$ cat config.mk
export PLATFORM = sky130hd
export DESIGN_NAME = seq_divider
export DESIGN_NICKNAME = d
export VERILOG_FILES = /design/src/rtl/seq_divider.sv
export SDC_FILE = /design/constraint.sdc
export NUM_CORES = 1
export LEC_CHECK = 0
export CORE_MARGIN = 2
export CORE_UTILIZATION = 51
export DETAILED_ROUTE_END_ITERATION = 10
export GPL_ROUTABILITY_DRIVEN = 0
export PLACE_DENSITY_LB_ADDON = 0.2
export SLEW_MARGIN = 20
export SYNTH_ARGS = -nofsm -noshare
export SYNTH_HDL_FRONTEND = slang
export SYNTH_SLANG_ARGS = --single-unit
export TNS_END_PERCENT = 20
$ cat constraint.sdc
create_clock -name clk -period 3.2 [get_ports clk]
set_input_delay 0.32 -clock clk [delete_from_list [all_inputs] [get_ports clk]]
set_output_delay 0.32 -clock clk [all_outputs]
set_load 0.01 [all_outputs]
$ cat src/rtl/seq_divider.sv
// Multicycle signed 32-bit restoring divider for MIPS DIV.
// Produces a truncating quotient (LO) and a remainder that takes the dividend's sign (HI).
module seq_divider (
    input  logic        clk,
    input  logic        reset,
    input  logic        div_start,
    input  logic [31:0] div_a,
    input  logic [31:0] div_b,
    output logic [31:0] div_hi,
    output logic [31:0] div_lo,
    output logic        div_busy,
    output logic        div_done,
    output logic        div_zero
);

    localparam int unsigned W  = 32;
    localparam int unsigned CW = 5;

    typedef enum logic [1:0] {IDLE, RUN, FIX} state_t;

    state_t          state, state_n;
    logic [CW-1:0]   cnt, cnt_n;
    logic [W-1:0]    rem, rem_n;
    logic [W-1:0]    dq, dq_n;
    logic [W-1:0]    dvs, dvs_n;
    logic            sign_q, sign_q_n;
    logic            sign_r, sign_r_n;
    logic [W-1:0]    hi_n, lo_n;
    logic            busy_n, done_n, zero_n;
    logic [W:0]      rem_sh, trial;

    // Next-state and datapath; the remainder never exceeds 32 bits once restored.
    always_comb begin
        state_n  = state;
        cnt_n    = cnt;
        rem_n    = rem;
        dq_n     = dq;
        dvs_n    = dvs;
        sign_q_n = sign_q;
        sign_r_n = sign_r;
        hi_n     = div_hi;
        lo_n     = div_lo;
        busy_n   = 1'b0;
        done_n   = 1'b0;
        zero_n   = 1'b0;
        rem_sh   = {rem, dq[W-1]};
        trial    = rem_sh - {1'b0, dvs};

        case (state)
            IDLE: begin
                if (div_start) begin
                    if (div_b == '0) begin
                        zero_n = 1'b1;
                    end else begin
                        dq_n     = div_a[W-1] ? W'(-div_a) : div_a;
                        dvs_n    = div_b[W-1] ? W'(-div_b) : div_b;
                        sign_q_n = div_a[W-1] ^ div_b[W-1];
                        sign_r_n = div_a[W-1];
                        rem_n    = '0;
                        cnt_n    = '0;
                        busy_n   = 1'b1;
                        state_n  = RUN;
                    end
                end
            end
            RUN: begin
                busy_n = 1'b1;
                if (!trial[W]) begin
                    rem_n = trial[W-1:0];
                    dq_n  = {dq[W-2:0], 1'b1};
                end else begin
                    rem_n = rem_sh[W-1:0];
                    dq_n  = {dq[W-2:0], 1'b0};
                end
                cnt_n = cnt + CW'(1);
                if (cnt == CW'(W - 1)) begin
                    state_n = FIX;
                end
            end
            FIX: begin
                lo_n    = sign_q ? W'(-dq) : dq;
                hi_n    = sign_r ? W'(-rem) : rem;
                done_n  = 1'b1;
                state_n = IDLE;
            end
            default: state_n = IDLE;
        endcase
    end

    always_ff @(posedge clk) begin
        if (reset) begin
            state    <= IDLE;
            cnt      <= '0;
            rem      <= '0;
            dq       <= '0;
            dvs      <= '0;
            sign_q   <= 1'b0;
            sign_r   <= 1'b0;
            div_hi   <= '0;
            div_lo   <= '0;
            div_busy <= 1'b0;
            div_done <= 1'b0;
            div_zero <= 1'b0;
        end else begin
            state    <= state_n;
            cnt      <= cnt_n;
            rem      <= rem_n;
            dq       <= dq_n;
            dvs      <= dvs_n;
            sign_q   <= sign_q_n;
            sign_r   <= sign_r_n;
            div_hi   <= hi_n;
            div_lo   <= lo_n;
            div_busy <= busy_n;
            div_done <= done_n;
            div_zero <= zero_n;
        end
    end

endmodule
==> metrics list <==
- The HPWL after detailed placement is 20.2 mm.
- Clock skew after layout: 0.00858 ns
* Crit Reg-Reg Endpoint: div_hi[31]
* Top FF cell, synth: sky130_fd_sc_hd__dfxtp_1
- Highest-utilization routing layer at the global route stage: met1
- The tree is rooted in a sky130_fd_sc_hd__clkbuf_16.
- Routed WL per cell: 15.7 um
* Final count of pins violating max slew: 0
* Via count of the first global-routing pass: 8780
- Area growth, synth to finish: 26.1%
* Die area: 0.0215 sq mm
- Global routing finished with a remaining overflow of 0.
* Area share of the leading cell type in the synthesized netlist: 0.333
- The checks that failed: negative setup slack.
- Ratio of cells with drive above 1 in the final layout: 0.0945
- For this configuration, the core starts out at a cell density of 0.515.
- The final layout contains routed wiring with a total length of 26.8 mm.
- Initial antenna violation count: 0
- The synthesized design contains 0 enable-type register cells.
* Hold bufs inserted after CTS: 0
* Gr usage total: 0.249
- Most area-hungry cell type in the Yosys netlist: sky130_fd_sc_hd__dfxtp_1
* Final antenna-violating net count: 0
- In the finished design, the share of the clock period the worst path needs comes to 1.01.
- Start-to-end type of the worst setup path: register to register
- Setup violations remaining at the end of the flow were counted as 2.
- Setup total negative slack: -0.0522 ns
- Sink Count: 172
- The H-tree generated during clock tree synthesis spans 4 levels.
- For met1 alone, demand over resource in global routing was 0.382.
- Maxcap violations: 0
- Leakage power: 4.98 nW
- Number of buffers created by CTS: 17
- Reg2Reg Depth: 8
* Clock network latency to the later pin of the worst-skew pair: 0.44 ns
- The pre-antenna-repair detailed-routing pass consisted of 7 iterations.
- Top cells by instance count after synthesis: sky130_fd_sc_hd__dfxtp_1, sky130_fd_sc_hd__nand2_1, sky130_fd_sc_hd__nor2_1, sky130_fd_sc_hd__o21ai_0, sky130_fd_sc_hd__xor2_1
- Synthesis produced a netlist with a net count of 1387.
- Cell area after layout: 0.0131 sq mm
- In this run the deepest clock path goes through 2 buffers.
* Hold violation total from the final report: 0
* Setup slack, reg-to-reg: -0.04 ns
- Biggest fanout along the worst timing path: 4
- Yosys synthesis warning count: 0
- STA puts the critical path data arrival time at 3.53 ns.
- Along the worst hold path, the cell count comes to 2.
* Site row count: 52
* Count leader, synth: sky130_fd_sc_hd__dfxtp_1
- Result of the run: complete, but fails checks
- The first global-routing pass estimated 44.0 mm of wire.
* Launch point of the worst hold path: reset
- Counting distinct cell types in the post-synthesis netlist gives 54.
- Met2 Usage GRT: 0.351
- Of the synthesized area, sequential elements account for 0.333.
- The worst pin sits at a relative slew slack of 0.425.
* Cells taking the most area after synthesis: sky130_fd_sc_hd__dfxtp_1, sky130_fd_sc_hd__xor2_1, sky130_fd_sc_hd__o21ai_0
- Kind of capture point of the worst setup path: register
- Entering global routing, the biggest net connects 119 pins.
- M3 GR Usage: 0.0522
* Slew of the pin with the lowest slew margin: 0.862 ns
- Synthesized instance count: 1281
- Routed vias/inst: 5.69
* Peak VDD IR: 0.708 mV
* Critical Path Start Type: register
- Launching point of the worst reg2reg path: rem[10]
* Required @ worst endpoint: 3.48 ns
- Setup slack after layout: -0.0449 ns
* Number of inserted filler cells in the final layout: 1759
- CTS clk-pin slew, worst paths: 0.07 ns
* PortBufs: 133
- Post-synth ARST share: 0
- In this run the cell area measured after placement is 0.0123 sq mm.
- Number of remaining DRC errors: 0
- The synthesized design contains 172 register bits.
* Minimum clock period after layout: 3.24 ns
- Unrepaired setup endpoints after global routing: true
* Starting DRC count in detailed routing: 842
- After the last flow step, the layout net total stands at 1532.
- The number of antenna diodes in the final layout is 0.
- Syn Std Cell Area: 0.0104 sq mm
* Syn Area/Cell: 8.08 sq um
- The path with the worst hold slack has its endpoint at dq[23].
- TritonCTS built the clock tree.
- During I/O placement, the number of pins put on the boundary was 134.
- Power per Cell Area: 1040 mW/mm^2
- Height of the die: 146 um
- Routed vias: 9725
* Hold crit path type: input pin to register
- From left edge to right edge, the die measures 146 um.
- Placeable Area: 0.0201 sq mm
- For this run, the share of the core covered by cells in the final layout is 0.649.
- Highest clock rate: 308 MHz
cell type report:
cell class	count	area [sq um]	area share
clock buffers	19	443	0.0339
inverters	49	184	0.0141
well taps	270	338	0.0259
flip-flops and latches	172	3450	0.264
repair buffers	206	1960	0.150
multi-input cells	980	6490	0.497
clock inverters	13	199	0.0152
where the power goes:
group	switching, W	internal, W
combinational	0.00452	0.00397
sequential	0.000450	0.00240
clock	0.000923	0.00135
total	0.00589	0.00772
timing repair:
item                       4_1_cts  5_1_grt
buffers inserted                 0        2
gates resized for setup          2       10
setup endpoints to repair        3       36
pin swaps                        0        2
metal layers:
layer	up-vias	part of all wire
met4	0	0.015
met5	-	0
met1	4451	0.50
met2	317	0.40
met3	34	0.076
li1	4923	-
stage by stage:
step	setup slack [ns]	hold WS (ns)	power, W	std cells
final	-0.0449	0.280	0.0136	1709
after floorplan	0.107	0.425	0.00874	1281
after global placement	-0.222	0.436	0.0106	1675
after CTS	-0.0249	0.269	0.0132	1707
after detailed placement	-0.260	0.444	0.0108	1675
after global routing	-0.106	0.282	0.0146	1709
worst max path at each step:
stage / from / to / cells past startpoint
after floorplan: rem[10] / div_hi[29] / 8
after global placement: div_b[6] / rem[27] / 12
after detailed placement: div_b[6] / rem[27] / 12
after CTS: rem[10] / div_hi[31] / 8
after global routing: rem[10] / div_hi[31] / 8
final: rem[10] / div_hi[31] / 8
sequential cells by signal (all words and copies together) (netlist names):
signal / cells
dq: 32
cnt: 5
div_zero: 1
sign_q: 1
div_hi: 32
div_done: 1
rem: 32
div_lo: 32
sign_r: 1
div_busy: 1
state: 2
dvs: 32
layout by cell type, fill, tap and decap left out, drive strengths merged, types with 4 or more instances in the layout:
cell type,n
a211oi,61
a21o,19
a21oi,54
a222oi,22
a22oi,17
a31oi,4
and3,7
buf,74
bufinv,4
clkbuf,19
clkdlybuf4s50,132
dfxtp,172
ha,38
inv,55
mux2i,26
nand2,133
nand2b,13
nand3,14
nand3b,6
nand4,8
nor2,119
nor2b,9
nor3,19
nor4,6
o211ai,6
o21a,6
o21ai,105
o21bai,16
o22ai,11
o31ai,35
o41ai,15
or2,11
or3,16
or4,18
xnor2,51
xor2,95
worst max-delay path, stage by stage, from the launching register on:
cell	delay (ns)
sky130_fd_sc_hd__dfxtp_2	0.32
sky130_fd_sc_hd__or4_4	0.54
sky130_fd_sc_hd__or3_4	0.36
sky130_fd_sc_hd__or3_4	0.40
sky130_fd_sc_hd__or4_4	0.44
sky130_fd_sc_hd__or4_4	0.47
sky130_fd_sc_hd__o31ai_4	0.25
sky130_fd_sc_hd__xor2_1	0.21
sky130_fd_sc_hd__a211oi_1	0.10
logic make-up (layout without fill, tap and decap cells):
| kind of cell | count (synthesis) | in the layout | share of synthesized area |
|---|---|---|---|
| compound gates | 385 | 385 | 0.250 |
| simple gates | 383 | 383 | 0.172 |
| flops | 172 | 172 | 0.333 |
| xor+xnor | 146 | 146 | 0.124 |
| buf+inv | 129 | 287 | 0.0480 |
| fa+ha+maj | 39 | 39 | 0.0479 |
| mux | 27 | 27 | 0.0262 |
(Power assumes the default switching activity.)
